`src/rtl/scpu_spi_lat_receiver.sv`:
```
// scpu_spi_lat_receiver: rebuilds the CPU's two-phase SPI configuration
// stream (SCLK1 capture, SCLK2 shift, LAT commit) into a parallel word.
//
// Ports:
//   CLK, RST_N        system clock, synchronous active-low reset
//   SCLK1, SCLK2      phase-1 capture / phase-2 shift clocks (asynchronous)
//   LAT               frame latch strobe (asynchronous)
//   SPI_SO            serial data, MSB first (asynchronous)
//   DOUT              last committed configuration word
//   DOUT_VLD          one-cycle pulse when DOUT is updated
//   FRAME_ERR         sticky protocol-error flag
//   BIT_CNT           bits shifted into the current frame (saturating)
//   BUSY              a frame is in progress
module scpu_spi_lat_receiver #(
    parameter int DATA_WIDTH  = 16,
    parameter int SYNC_STAGES = 2,
    parameter int CNT_WIDTH   = $clog2(DATA_WIDTH + 2)
) (
    input  logic                  CLK,
    input  logic                  RST_N,
    input  logic                  SCLK1,
    input  logic                  SCLK2,
    input  logic                  LAT,
    input  logic                  SPI_SO,
    output logic [DATA_WIDTH-1:0] DOUT,
    output logic                  DOUT_VLD,
    output logic                  FRAME_ERR,
    output logic [CNT_WIDTH-1:0]  BIT_CNT,
    output logic                  BUSY
);

    typedef enum logic [1:0] {
        S_IDLE,
        S_CAPT,
        S_SHFT,
        S_CMT
    } state_e;

    localparam logic [CNT_WIDTH-1:0] CNT_FULL = CNT_WIDTH'(DATA_WIDTH);
    localparam logic [CNT_WIDTH-1:0] CNT_MAX  = CNT_WIDTH'(DATA_WIDTH + 1);

    // ------------------------------------------------------------------
    // Input synchronisers and edge-detect history
    // ------------------------------------------------------------------
    logic [SYNC_STAGES-1:0] sclk1_sync_q;
    logic [SYNC_STAGES-1:0] sclk2_sync_q;
    logic [SYNC_STAGES-1:0] lat_sync_q;
    logic [SYNC_STAGES-1:0] so_sync_q;
    logic                   sclk1_prev_q;
    logic                   sclk2_prev_q;
    logic                   lat_prev_q;

    always_ff @(posedge CLK) begin
        if (!RST_N) begin
            sclk1_sync_q <= '0;
            sclk2_sync_q <= '0;
            lat_sync_q   <= '0;
            so_sync_q    <= '0;
            sclk1_prev_q <= 1'b0;
            sclk2_prev_q <= 1'b0;
            lat_prev_q   <= 1'b0;
        end else begin
            sclk1_sync_q <= {sclk1_sync_q[SYNC_STAGES-2:0], SCLK1};
            sclk2_sync_q <= {sclk2_sync_q[SYNC_STAGES-2:0], SCLK2};
            lat_sync_q   <= {lat_sync_q[SYNC_STAGES-2:0], LAT};
            so_sync_q    <= {so_sync_q[SYNC_STAGES-2:0], SPI_SO};
            sclk1_prev_q <= sclk1_sync_q[SYNC_STAGES-1];
            sclk2_prev_q <= sclk2_sync_q[SYNC_STAGES-1];
            lat_prev_q   <= lat_sync_q[SYNC_STAGES-1];
        end
    end

    logic sclk1_s;
    logic sclk2_s;
    logic lat_s;
    logic so_s;
    logic sclk1_rise;
    logic sclk2_rise;
    logic lat_rise;

    assign sclk1_s = sclk1_sync_q[SYNC_STAGES-1];
    assign sclk2_s = sclk2_sync_q[SYNC_STAGES-1];
    assign lat_s   = lat_sync_q[SYNC_STAGES-1];
    // Data comes out of the same stage as SCLK1 so capture sees the
    // value that was on the pin alongside the SCLK1 edge.
    assign so_s    = so_sync_q[SYNC_STAGES-1];

    assign sclk1_rise = sclk1_s & ~sclk1_prev_q;
    assign sclk2_rise = sclk2_s & ~sclk2_prev_q;
    assign lat_rise   = lat_s & ~lat_prev_q;

    // ------------------------------------------------------------------
    // Frame state
    // ------------------------------------------------------------------
    state_e                 state_q,  state_d;
    logic [DATA_WIDTH-1:0]  shreg_q,  shreg_d;
    logic                   master_q, master_d;
    logic [CNT_WIDTH-1:0]   cnt_q,    cnt_d;
    logic [DATA_WIDTH-1:0]  dout_q,   dout_d;
    logic                   vld_q,    vld_d;
    logic                   err_q,    err_d;
    logic                   viol;

    always_ff @(posedge CLK) begin
        if (!RST_N) begin
            state_q  <= S_IDLE;
            shreg_q  <= '0;
            master_q <= 1'b0;
            cnt_q    <= '0;
            dout_q   <= '0;
            vld_q    <= 1'b0;
            err_q    <= 1'b0;
        end else begin
            state_q  <= state_d;
            shreg_q  <= shreg_d;
            master_q <= master_d;
            cnt_q    <= cnt_d;
            dout_q   <= dout_d;
            vld_q    <= vld_d;
            err_q    <= err_d;
        end
    end

    // Phase-order violations abort the frame ahead of any other event.
    assign viol = (sclk1_rise & sclk2_rise)
                | ((state_q == S_CAPT) & (sclk1_rise | lat_rise))
                | (((state_q == S_IDLE) | (state_q == S_SHFT))
                   & sclk2_rise);

    always_comb begin
        state_d  = state_q;
        shreg_d  = shreg_q;
        master_d = master_q;
        cnt_d    = cnt_q;
        dout_d   = dout_q;
        vld_d    = 1'b0;
        err_d    = err_q;

        if (viol) begin
            err_d   = 1'b1;
            cnt_d   = '0;
            state_d = S_IDLE;
        end else begin
            unique case (state_q)
                S_IDLE: begin
                    if (lat_rise) begin
                        // Latch with nothing shifted: flag, stay idle.
                        err_d = 1'b1;
                    end else if (sclk1_rise) begin
                        master_d = so_s;
                        state_d  = S_CAPT;
                    end
                end
                S_CAPT: begin
                    if (sclk2_rise) begin
                        shreg_d = {shreg_q[DATA_WIDTH-2:0], master_q};
                        // Saturate one past full so overflow is
                        // distinguishable from an exact frame.
                        cnt_d   = (cnt_q == CNT_MAX) ? CNT_MAX
                                                     : cnt_q + 1'b1;
                        state_d = S_SHFT;
                    end
                end
                S_SHFT: begin
                    if (lat_rise) begin
                        state_d = S_CMT;
                    end else if (sclk1_rise) begin
                        master_d = so_s;
                        state_d  = S_CAPT;
                    end
                end
                S_CMT: begin
                    if (cnt_q == CNT_FULL) begin
                        dout_d = shreg_q;
                        vld_d  = 1'b1;
                    end else begin
                        err_d = 1'b1;
                    end
                    cnt_d   = '0;
                    state_d = S_IDLE;
                end
            endcase
        end
    end

    assign DOUT      = dout_q;
    assign DOUT_VLD  = vld_q;
    assign FRAME_ERR = err_q;
    assign BIT_CNT   = cnt_q;
    assign BUSY      = (state_q != S_IDLE);

endmodule

```
`config.mk`:
```
export PLATFORM = sky130hd
export DESIGN_NAME = scpu_spi_lat_receiver
export DESIGN_NICKNAME = d
export VERILOG_FILES = /design/src/rtl/scpu_spi_lat_receiver.sv
export SDC_FILE = /design/constraint.sdc
export NUM_CORES = 1
export LEC_CHECK = 0
export BUFFER_PORTS_ARGS = -buffer_cell sky130_fd_sc_hd__buf_2
export CORE_MARGIN = 3
export CORE_UTILIZATION = 43
export CTS_BUF_LIST = sky130_fd_sc_hd__clkbuf_4 sky130_fd_sc_hd__clkbuf_8
export CTS_CLUSTER_DIAMETER = 60
export DETAILED_ROUTE_END_ITERATION = 16
export GPL_TIMING_DRIVEN = 0
export PLACE_DENSITY = 0.65
export SLEW_MARGIN = 15
export SYNTH_ARGS = -nofsm -noshare
export SYNTH_HDL_FRONTEND = slang
export SYNTH_SLANG_ARGS = --single-unit
```
`constraint.sdc`:
```
create_clock -name CLK -period 1.7 [get_ports CLK]
set_clock_uncertainty 0.15 [all_clocks]
set_input_delay 0.34 -clock CLK [delete_from_list [all_inputs] [get_ports CLK]]
set_output_delay 0.34 -clock CLK [all_outputs]
set_load 0.05 [all_outputs]
```
==> results by stage, run 1 <==
Final layout:
- The layout cell share with drive strength beyond 1 is 25.29%.
- The antenna diode count is 0.
- The final cell area excluding filler cells is 2492 sq um.
- At the end of the flow the core is filled with cells to ~55%.
- The synthesis-to-layout area growth is 20.80%.
- In the layout the commonest cells are 46 x sky130_fd_sc_hd__dfxtp_1, 36 x sky130_fd_sc_hd__nand2_1, 28 x sky130_fd_sc_hd__buf_2.
- The most frequent standard cell in the layout excluding fill and tap cells is sky130_fd_sc_hd__dfxtp_1.
- The number of nets in the final layout is around 270.

Critical path:
- STA classifies the critical path startpoint as a flop.
- Traced cell by cell, the critical path runs through buf_8 > or2_4 > buf_8.
- Data on the critical path is required at its endpoint by ~1200 ps.
- Data arrives at the worst endpoint at 1190 ps.
- The largest single stage delay on the critical path is 370 ps.
- Along the worst path, the maximum fanout reaches 7.
- The cell repeated most along the worst path is sky130_fd_sc_hd__buf_8.
- In this run the critical register-to-register path is launched from BIT_CNT[2]$_SDFFE_PP0P_.
- The launching element of the worst setup path is state_q[0]$_SDFFE_PP0P_.
- On the critical path, the stage with the largest delay is an instance of sky130_fd_sc_hd__dfxtp_4.
- The element type at the critical path end is an output port.
- The worst setup path is of the flop to output port kind.

Placed design:
- The count of buffers added on input and output ports is 29.
- The placed instance area is 2282 sq um.
- OpenSTA, run right after detailed placement, puts the worst setup slack at -60.12 ps.
- The HPWL after detailed placement is 2597 um.
- The final weighted congestion of routability-driven global placement is 0.7840.

Yosys:
- The average cell area after synthesis is 9.596 sq um.
- The post-synthesis cell type count is 38.
- After synthesis the netlist holds a flip-flop and latch count of 53.
- The netlist area before placement is just over 2000 sq um.
- The share of the yosys chip area belonging to registers is approximately half.
- In the synthesized netlist, the number of instances is between 200 and 250.
- The number of nets handed over by synthesis was 224.
- Yosys printed 0 warnings.

Floorplan:
- Measured along the y axis, the die boundary spans 75.27 um.
- The number of core rows is 24.
- The die is about 75 um wide.
- The placeable core region is 4504 sq um.
- Pin placement for this block handled 30 I/O pins.
- The initial cell density of the core is between 40% and 50%.
- The full die area is approximately 5700 sq um.

Clock network:
- In this run the clock root is driven by a sky130_fd_sc_hd__clkbuf_8.
- The H-tree generated during clock tree synthesis spans 2 levels.
- The clock input transition at the sequential cells of the worst setup and hold paths is 90 ps.
- The number of sinks handled by clock tree synthesis is 53.
- The number of hold-repair buffers added at the cts stage is 0.
- The number of buffers added by the clock tree synthesis step is 5.
- In this run the deepest clock path goes through 2 buffers.
- For the worst-skew pair, the clock arrives at the later sink with an insertion delay of 310 ps.
- TritonCTS built the clock tree.

Timing:
- The number of pins with negative max-slew slack in the final report is 0.
- In the post-route analysis, the smallest setup slack over all paths is 22.73 ps.
- The count of endpoints failing hold in the final timing report came to 0.
- The sum of negative setup slack is 0 ps.
- The relative max-transition margin is 69.41%.
- For the pin with the worst max-slew slack, the measured transition is approximately 460 ps.
- The final critical path takes up 98.66% of the cycle.
- The number of endpoints failing setup at the final stage is 0.
- The routed design could run at a clock period as short as 1677 ps.
- For this run, the top clock speed supported by timing is 596.2 MHz.

Min path:
- The startpoint of the tightest hold check path is SPI_SO.
- The min-delay analysis places its worst path in the category primary input to flop.

Drt:
- For this run, design rule violations remaining after detail routing come to 0.
- The number of violations reported at the end of detailed-routing iteration 0 is 107.
- The count of vias placed by the detailed router is ~1600.
- In this run the remaining antenna-violating nets after routing total 0.
- The length of the first detailed-routing pass in iterations is 4.
- After detailed routing, the average wire length per cell comes to 12.10 um.
- In the routed layout, each cell is associated on average with a via count of 5.013.
- Summed over all layers, the routed wires come to 3788 um.

Global routing:
- For this run, the total global-route usage over all layers was measured as between 10 and 15%.
- The via count of the first global-routing pass was 1368.
- Entering global routing, the biggest net connects 18 pins.
- The number of antenna violations at the first check in global routing is 0.
- The total global routing overflow is 0.
- The wire length of the first global-routing pass is 6403 um.

Run:
- The max-capacitance violation count is 0.

Power and ir drop:
- The cell leakage power is 0.9751 nW.
- The completed layout was analyzed and its total power is 0.002082 W.
- The largest voltage drop on the vdd net is between 500 and 600 uV.
- The power per cell area is 835.3 nW/um^2.

Run status:
- The run finished with clean final reports.
==> synthesized netlist by cell type <==
cell,n,area (sq um)
sky130_fd_sc_hd__a211oi_1,2,15.01
sky130_fd_sc_hd__a21oi_1,6,30.03
sky130_fd_sc_hd__a21oi_4,1,16.27
sky130_fd_sc_hd__a311oi_1,1,8.760
sky130_fd_sc_hd__a31o_2,1,8.760
sky130_fd_sc_hd__a31oi_1,2,12.51
sky130_fd_sc_hd__a32oi_1,1,8.760
sky130_fd_sc_hd__and2_1,11,68.82
sky130_fd_sc_hd__and2b_1,1,7.510
sky130_fd_sc_hd__and3_1,1,6.260
sky130_fd_sc_hd__buf_12,1,20.02
sky130_fd_sc_hd__buf_2,3,15.01
sky130_fd_sc_hd__buf_4,1,7.510
sky130_fd_sc_hd__clkbuf_1,9,33.78
sky130_fd_sc_hd__dfxtp_1,53,1061
sky130_fd_sc_hd__ha_1,3,37.54
sky130_fd_sc_hd__inv_1,3,11.26
sky130_fd_sc_hd__mux2i_1,18,180.2
sky130_fd_sc_hd__nand2_1,36,135.1
sky130_fd_sc_hd__nand2b_1,5,31.28
sky130_fd_sc_hd__nand3_1,18,90.09
sky130_fd_sc_hd__nand4_1,1,6.260
sky130_fd_sc_hd__nand4_2,1,12.51
sky130_fd_sc_hd__nor2_1,3,11.26
sky130_fd_sc_hd__nor2b_1,4,25.02
sky130_fd_sc_hd__nor3b_4,1,18.77
sky130_fd_sc_hd__nor4_1,1,6.260
sky130_fd_sc_hd__nor4_4,1,21.27
sky130_fd_sc_hd__o211ai_1,1,7.510
sky130_fd_sc_hd__o21a_1,1,7.510
sky130_fd_sc_hd__o21ai_0,10,50.05
sky130_fd_sc_hd__o21ai_1,8,40.04
sky130_fd_sc_hd__o311ai_0,1,8.760
sky130_fd_sc_hd__o32ai_1,1,8.760
sky130_fd_sc_hd__o41a_1,1,11.26
sky130_fd_sc_hd__or2_2,1,6.260
sky130_fd_sc_hd__or3b_1,1,8.760
sky130_fd_sc_hd__or4_1,1,7.510
==> routing by layer <==
layer,global-route usage [%],wire (um)
met1,21.33,2003
met3,4.406,164
met5,0,0
met4,4.660,50
met2,20.79,1569
==> sequential cells by signal, summed over array words and instances, names as in the netlist <==
register and flops:
lat_prev_q 1, lat_sync_q 2, master_q 1, DOUT_VLD 1, sclk1_prev_q 1, BIT_CNT 5, state_q 2, shreg_q 16
sclk2_sync_q 2, so_sync_q 2, sclk2_prev_q 1, DOUT 16, FRAME_ERR 1, sclk1_sync_q 2
==> kinds of logic (layout without fill, tap and decap cells) <==
group / count (synthesis) / count (layout) / share of synthesized area, %
and+or+nand+nor: 87 / 87 / 22.44
muxes: 18 / 18 / 8.732
AOI/OAI and AO/OA: 37 / 37 / 11.34
DFF: 53 / 53 / 51.43
adders and majority gates: 3 / 3 / 1.819
buffers and inverters: 17 / 63 / 4.245
==> through the flow <==
| step | hold WS, ps | std cells |
|---|---|---|
| after floorplan | 261.9 | 215 |
| after global placement | 263.2 | 296 |
| after detailed placement | 267.9 | 296 |
| after CTS | 76.01 | 305 |
| after global routing | 72.42 | 313 |
| final | 78.32 | 313 |
==> what timing repair did <==
item,in CTS,in global routing
buffers inserted,1,8
pin swaps,0,3
endpoints found under the setup margin,20,19
resized for setup,7,16
==> report_power, final <==
part | switching, W | internal, W
Combinational | 0.0000684 | 0.0000422
Clock | 0.000420 | 0.000293
Sequential | 0.00000638 | 0.00125
Total | 0.000495 | 0.00159
==> cell type report <==
class | count | area, sq um
repair buffers | 38 | 222.7
clock buffers | 5 | 68.82
flip-flops and latches | 53 | 1075
fillers | 423 | 2012
multi-input cells | 145 | 917.1
well taps | 52 | 65.06
plain buffers | 14 | 110.1
inverters | 3 | 11.26
clock inverters | 3 | 22.52
==> critical path, delay by kind of cell, from the launching register on <==
kind,cells,cell delay (ps)
buffers and inverters,2,280
flip-flops,1,370
AND/OR/NAND/NOR,1,230
==> path summary, 6_finish.rpt <==
kind | to | slack (ps) | cells after the start
hold reg to reg | sclk2_sync_q[1]$_SDFF_PN0_ | 290 | 1
hold / removal | so_sync_q[0]$_SDFF_PN0_ | 80 | 2
setup / recovery | BUSY | 20 | 3
setup reg to reg | DOUT[0]$_SDFFE_PN0P_ | 110 | 5
No activity file was read; power rests on OpenSTA's default activity.
==> run 2: changes to the inputs <==
--- a/config.mk
+++ b/config.mk
@@ -6,13 +6,14 @@
 export NUM_CORES = 1
 export LEC_CHECK = 0
 export BUFFER_PORTS_ARGS = -buffer_cell sky130_fd_sc_hd__buf_2
+export CAP_MARGIN = 10
 export CORE_MARGIN = 3
-export CORE_UTILIZATION = 43
+export CORE_UTILIZATION = 53
 export CTS_BUF_LIST = sky130_fd_sc_hd__clkbuf_4 sky130_fd_sc_hd__clkbuf_8
 export CTS_CLUSTER_DIAMETER = 60
 export DETAILED_ROUTE_END_ITERATION = 16
 export GPL_TIMING_DRIVEN = 0
-export PLACE_DENSITY = 0.65
+export PLACE_DENSITY = 0.78
 export SLEW_MARGIN = 15
 export SYNTH_ARGS = -nofsm -noshare
 export SYNTH_HDL_FRONTEND = slang
==> results by stage, run 2 (same netlist as run 1, synthesis figures left out) <==
Run status:
- The run finished with clean final reports.

Final layout:
- The number of nets in the final layout is 269 (unchanged).
- The top cell types in the final layout, fill and taps aside, are 46 x sky130_fd_sc_hd__dfxtp_1, 36 x sky130_fd_sc_hd__nand2_1, 28 x sky130_fd_sc_hd__buf_2.
- The synthesis-to-layout area growth is 20.92%.
- The antenna diode count is 0 (unchanged).
- The filler cell count in the final layout came to 309 (-27%).
- The most frequent standard cell in the layout excluding fill and tap cells is sky130_fd_sc_hd__dfxtp_1.
- The final cell area excluding filler cells is 2495 sq um (+0.10%).
- The layout cell share with drive strength beyond 1 is 25.29% (unchanged).

Drt:
- The number of remaining DRC errors came to 0 (unchanged).
- The post-detailed-route wirelength per cell came to 12.51 um (+3.4%).
- The number of vias per cell was 5.337 (+6.5%).
- The final wirelength is 3867 um (+2.1%).
- The number of violations reported at the end of detailed-routing iteration 0 is 112 (+4.7%).
- The count of vias placed by the detailed router was 1649 (+5.1%).
- The length of the first detailed-routing pass in iterations came to 4 (unchanged).
- The remaining antenna violation count after routing was 0 (unchanged).

Clock network:
- The insertion delay to the later sink of the worst-skew pair is 310 ps (about the same).
- The worst-case clock buffer depth came to 2 (unchanged).
- The number of hold-repair buffers added at the cts stage is 0 (unchanged).
- The number of buffers added by the clock tree synthesis step is 5 (unchanged).
- The CTS tree is yes.
- The clock input transition at the sequential cells of the worst setup and hold paths is 90 ps (about the same).
- The number of sinks handled by clock tree synthesis was 53 (unchanged).
- The root buffer cell is sky130_fd_sc_hd__clkbuf_8.
- The maximum level of the CTS H-tree is 2 (unchanged).

Critical path:
- The critical path data arrival time is 1170 ps (-20 ps).
- The element type at the critical path start is a flop.
- The largest fanout of any net on the critical path is 7 (unchanged).
- The worst setup path is captured at an output port.
- The required time of the worst setup path was 1210 ps (about the same).
- The critical path in this run is classified as flop to output port.

Timing:
- The number of pins with negative max-slew slack in the final report is 0 (unchanged).
- The highest attainable clock frequency was 601.2 MHz (+0.83%).
- The number of endpoints failing setup at the final stage is 0 (unchanged).
- Setup repair after global routing could not meet its margin everywhere.
- The slew of the pin with the lowest slew margin was 455.5 ps (-3.388 ps).
- The clock period minus final worst setup slack is 1663 ps (-13.86 ps).
- The relative max-transition margin came to 69.63% (+0.23 points).
- The count of endpoints failing hold in the final timing report came to 0 (unchanged).
- The post-route fraction of the period consumed by the critical path is 97.85% (-0.82 points).

Global routing:
- The aggregate global-route resource usage is 18.64% (+4.0 points).
- The total global routing overflow came to 0 (unchanged).
- The wire length of the first global-routing pass is 6672 um (+4.2%).
- The via count of the first global-routing pass is 1481 (+8.3%).
- The largest net degree at the start of global routing is 17 (-1).
- The number of antenna violations at the first check in global routing is 0 (unchanged).

Power and ir drop:
- The largest voltage drop on the vdd net is 504.6 uV (-10%).
- The power per cell area was 834.7 nW/um^2 (about the same).
- The power after layout is 0.002082 W (about the same).
- The cell leakage power came to 0.9742 nW (about the same).

Floorplan:
- The number of core rows is 22 (-8.3%).
- The initial cell density of the core came to 55.52% (+9.7 points).
- The height of the chip is 68.39 um (-9.1%).
- The number of placed I/O pins is 30 (unchanged).
- The full die area is 4677 sq um (-17%).
- The floorplan die width is 68.39 um (-9.1%).
- The placeable core region is 3716 sq um (-18%).

Placed design:
- The placed instance area is 2277 sq um (-0.22%).
- The HPWL after detailed placement is 2595 um (about the same).
- The final weighted congestion of routability-driven global placement is 0.8486 (+8.2%).
- The number of buffers inserted by port buffering is 29 (unchanged).

Run:
- The max-capacitance violation count is 0 (unchanged).

Min path:
- In this run the worst hold path is classified as primary input to flop.
run 2: cell count changes in the layout (fill, tap and decap cells not counted), sizes merged:
cell      delta
clkinvlp     +1
clkbuf       +1
clkinv       -3
inv          +1
run 2: per-stage QoR:
step	setup WS, ps	utilization [%]	setup TNS (ps)	cells	hold WS [ps]
2_1_floorplan	9.859	-	0	215	261.9
3_3_place_gp	-44.72	61.28	-357.8	292	263.5
3_5_place_dp	-29.05	61.28	-281.4	292	269.6
4_1_cts	-11.81	65.52	-11.81	303	70.23
5_1_grt	-12.72	67.14	-36.34	309	74.94
6_report	36.59	67.14	0	309	79.41
run 2: worst paths after layout:
path	start	end	slack (ps)	cells after the start
setup / recovery	state_q[0]$_SDFFE_PP0P_	BUSY	40	3
hold / removal	SPI_SO	so_sync_q[0]$_SDFF_PN0_	80	2
setup reg to reg	state_q[0]$_SDFFE_PP0P_	BIT_CNT[3]$_SDFFE_PP0P_	80	5
hold reg to reg	sclk2_sync_q[0]$_SDFF_PN0_	sclk2_sync_q[1]$_SDFF_PN0_	290	1
run 2: cell type report:
cell class | count | area [sq um] | area share [%]
plain buffers | 14 | 106.4 | 4.263
clock buffers | 6 | 76.32 | 3.059
clock inverters | 2 | 13.76 | 0.5517
inverters | 3 | 11.26 | 0.4514
multi-input cells | 145 | 917.1 | 36.76
flip-flops and latches | 53 | 1075 | 43.08
well taps | 48 | 60.06 | 2.407
repair buffers | 38 | 235.2 | 9.428
run 2: layer usage:
metal  track usage [%]  wire (um)  up-vias
li1                  -          -      829
met4             7.692         42        0
met2             28.13       1775       38
met3             4.433        192        4
met5                 0          0        -
met1             25.33       1857      778
run 2: power breakdown:
part | total, W | switching, W | internal (W)
Clock | 0.000713 | 0.000405 | 0.000308
Combinational | 0.000111 | 0.0000688 | 0.0000420
Sequential | 0.00126 | 0.00000633 | 0.00125
run 2: critical path, cell delays in order, from the launching register on:
cell and delay [ps]:
sky130_fd_sc_hd__dfxtp_4 370, sky130_fd_sc_hd__buf_8 130, sky130_fd_sc_hd__or2_4 230, sky130_fd_sc_hd__buf_8 150
run 2: what timing repair did:
| action | in CTS | in global routing |
|---|---|---|
| resized for setup | 12 | 8 |
| setup endpoints to repair | 22 | 23 |
| pin swaps | 1 | 3 |
| setup buffers | 3 | 6 |
==> run 3: changes to the inputs <==
--- a/config.mk
+++ b/config.mk
@@ -11,9 +11,11 @@
 export CORE_UTILIZATION = 53
 export CTS_BUF_LIST = sky130_fd_sc_hd__clkbuf_4 sky130_fd_sc_hd__clkbuf_8
 export CTS_CLUSTER_DIAMETER = 60
+export CTS_CLUSTER_SIZE = 40
 export DETAILED_ROUTE_END_ITERATION = 16
 export GPL_TIMING_DRIVEN = 0
 export PLACE_DENSITY = 0.78
+export REMOVE_ABC_BUFFERS = 1
 export SLEW_MARGIN = 15
 export SYNTH_ARGS = -nofsm -noshare
 export SYNTH_HDL_FRONTEND = slang
==> results by stage, run 3 (same netlist as run 1, synthesis figures left out) <==
Run status:
- The flow ran to the end, and the final reports show no timing, DRC or antenna violations.

Placed design:
- The number of buffers inserted by port buffering is 29 (unchanged).
- The setup slack after placement came to -506.3 ps (-477.3 ps).
- The HPWL after detailed placement is 2310 um (-11%).
- The post-placement cell count is 279 (-4.5%).
- The final weighted congestion of routability-driven global placement is 0.7982 (-5.9%).

Floorplan:
- The placeable core region is 3716 sq um (unchanged).
- The floorplan die width was 68.39 um (unchanged).
- The height of the chip is 68.39 um (unchanged).
- The full die area is 4677 sq um (unchanged).
- The initial cell density of the core was 55.52% (unchanged).
- The number of placed I/O pins is 30 (unchanged).
- The number of core rows is 22 (unchanged).

Clock network:
- The insertion delay to the later sink of the worst-skew pair is 300 ps (about the same).
- The maximum level of the CTS H-tree is 2 (unchanged).
- The clock input transition at the sequential cells of the worst setup and hold paths is 90 ps (about the same).
- The number of sinks handled by clock tree synthesis is 53 (unchanged).
- TritonCTS built the clock tree.
- The number of hold-repair buffers added at the cts stage is 0 (unchanged).
- The root buffer cell is sky130_fd_sc_hd__clkbuf_8.
- The worst-case clock buffer depth came to 2 (unchanged).
- The number of buffers added by the clock tree synthesis step is 5 (unchanged).

Min path:
- The type of the tightest min-delay check is primary input to flop.

Critical path:
- The worst setup path is captured at an output port.
- The flop-to-flop setup slack is 90 ps (about the same).
- The largest fanout of any net on the critical path was 12 (+5).
- The count of cell instances traversed by the critical path is 2 (-1).
- Traced cell by cell, the critical path runs through or2_2 > buf_4.
- The worst reg-to-reg path cell count is 5 (unchanged).
- The end of the critical path is BUSY.
- The critical path data arrival time is 1160 ps (about the same).
- The worst stage delay on the critical path is 390 ps (+20 ps).
- Broken down by cell family, the worst path's largest delay share belongs to flip-flops.
- The required time of the worst setup path is 1210 ps (about the same).
- The element type at the critical path start is a flop.
- The launching element of the worst setup path is state_q[1]$_SDFFE_PP0P_.
- The cell with the largest stage delay on the worst path is sky130_fd_sc_hd__dfxtp_4.
- The critical path buffer and inverter count was 1 (-1).
- The reg-to-reg critical path startpoint is BIT_CNT[3]$_SDFFE_PP0P_.
- The start-to-end type of the worst setup path is flop to output port.
- In this run the critical register-to-register path is captured at DOUT[11]$_SDFFE_PN0P_.

Final layout:
- The filler cell count in the final layout came to 315 (+1.9%).
- The antenna diode count is 0 (unchanged).
- The post-layout instance count excluding filler cells is 296 (-4.2%).
- The most frequent standard cell in the layout excluding fill and tap cells is sky130_fd_sc_hd__dfxtp_1.
- From synthesis to final layout, the design area changed by 17.65%.
- In the layout the commonest cells are 48 x sky130_fd_sc_hd__dfxtp_1, 36 x sky130_fd_sc_hd__nand2_1, 28 x sky130_fd_sc_hd__buf_2.
- The register area is 1072 sq um (-0.23%).
- The number of nets in the final layout came to 256 (-4.8%).
- The multi-input logic area was 925.9 sq um (+0.95%).
- The layout cell share with drive strength beyond 1 was 24.60% (-0.69 points).

Timing:
- The relative max-transition margin was 61.98% (-7.7 points).
- The post-route fraction of the period consumed by the critical path is 97.22% (-0.63 points).
- The number of pins with negative max-slew slack in the final report was 0 (unchanged).
- The highest attainable clock frequency is 605.1 MHz (+0.65%).
- The clock period minus final worst setup slack is 1653 ps (-10.69 ps).
- The number of endpoints failing setup at the final stage is 0 (unchanged).
- The count of endpoints failing hold in the final timing report is 0 (unchanged).
- Setup repair after global routing could not meet its margin everywhere.
- The slew of the pin with the lowest slew margin is 570.3 ps (+114.8 ps).
- The final worst setup slack is 47.28 ps (+10.69 ps).

Drt:
- The post-detailed-route wirelength per cell is 12.64 um (+1.0%).
- The number of remaining DRC errors is 0 (unchanged).
- The remaining antenna violation count after routing is 0 (unchanged).
- The number of vias per cell was 5.291 (-0.86%).
- The length of the first detailed-routing pass in iterations is 4 (unchanged).
- The count of vias placed by the detailed router was 1566 (-5.0%).
- The number of violations reported at the end of detailed-routing iteration 0 is 154 (+38%).
- The final wirelength is 3742 um (-3.2%).

Global routing:
- The aggregate global-route resource usage came to 16.98% (-1.7 points).
- The number of antenna violations at the first check in global routing came to 0 (unchanged).
- The total global routing overflow is 0 (unchanged).
- The met1 track demand over resource was 22.03% (-3.3 points).
- The largest net degree at the start of global routing is 66 (+49).
- The met3 routing resource usage after global routing is 4.926% (+0.49 points).
- The via count of the first global-routing pass is 1339 (-9.6%).
- In this run the most used layer during global routing was met2.
- The met2 usage in global routing is 26.70% (-1.4 points).
- The wire length of the first global-routing pass is 5982 um (-10%).

Power and ir drop:
- The cell leakage power was 0.9431 nW (-3.2%).
- The largest voltage drop on the vdd net came to 507.9 uV (+0.65%).
- The power per cell area was 911.9 nW/um^2 (+9.3%).

Run:
- The max-capacitance violation count is 0 (unchanged).
==> run 3: cell count changes in the layout (fill, tap and decap cells not counted), moves of 2 or more <==
cell,previous run,this run
sky130_fd_sc_hd__dfxtp_1,46,48
sky130_fd_sc_hd__buf_8,2,0
sky130_fd_sc_hd__buf_4,10,7
sky130_fd_sc_hd__dfxtp_2,5,3
sky130_fd_sc_hd__clkbuf_1,7,0
==> run 3: worst min path at each step <==
| stage | startpoint | cells after the start | slack, ps | endpoint |
|---|---|---|---|---|
| after floorplan | lat_sync_q[0]$_SDFF_PN0_ | 1 | 260 | lat_sync_q[1]$_SDFF_PN0_ |
| after global placement | lat_sync_q[0]$_SDFF_PN0_ | 1 | 270 | lat_sync_q[1]$_SDFF_PN0_ |
| after detailed placement | so_sync_q[0]$_SDFF_PN0_ | 1 | 270 | so_sync_q[1]$_SDFF_PN0_ |
| after CTS | SCLK2 | 2 | 80 | sclk2_sync_q[0]$_SDFF_PN0_ |
| after global routing | SCLK1 | 2 | 80 | sclk1_sync_q[0]$_SDFF_PN0_ |
| final | SPI_SO | 2 | 90 | so_sync_q[0]$_SDFF_PN0_ |
==> run 3: routing by layer <==
layer / wire length [um] / part of all wire, % / vias to the layer above
met3: 164 / 4.4 / 6
met4: 58 / 1.5 / 0
met5: 0 / 0 / -
met1: 1710 / 46 / 718
li1: - / - / 812
met2: 1808 / 48 / 30
==> run 3: report_power, final <==
| group | internal, W | leakage (nW) | total, W | switching, W |
|---|---|---|---|---|
| Sequential | 0.00125 | 0.432 | 0.00126 | 0.00000712 |
| Combinational | 0.0000330 | 0.452 | 0.0000945 | 0.0000615 |
| Clock | 0.000458 | 0.0588 | 0.000860 | 0.000401 |
==> run 3: metrics by stage <==
stage | hold WS [ps] | cell area, sq um | utilization, % | TNS [ps] | total power (W)
final | 87.24 | 2427 | 65.32 | 0 | 0.002214
after global routing | 79.41 | 2427 | 65.32 | -53.89 | 0.002292
after CTS | 83.83 | 2371 | 63.80 | 0 | 0.002222
after detailed placement | 266.9 | 2203 | 59.29 | -11750 | 0.001377
after global placement | 265.6 | 2192 | 58.99 | -18180 | 0.001376
after floorplan | 261.8 | 1987 | - | -11500 | 0.001341
==> run 3: cell type report <==
cell class | instances | area share (%)
clock buffers | 6 | 3.144
flip-flops and latches | 53 | 44.18
multi-input cells | 145 | 38.14
repair buffers | 39 | 10.00
clock inverters | 2 | 1.598
inverters | 3 | 0.4639
well taps | 48 | 2.474
==> run 3: timing repair <==
item	4_1_cts	5_1_grt
pin swaps	1	1
setup buffers	3	4
gates resized for setup	7	9
gates cloned	0	2
setup endpoints to repair	37	38
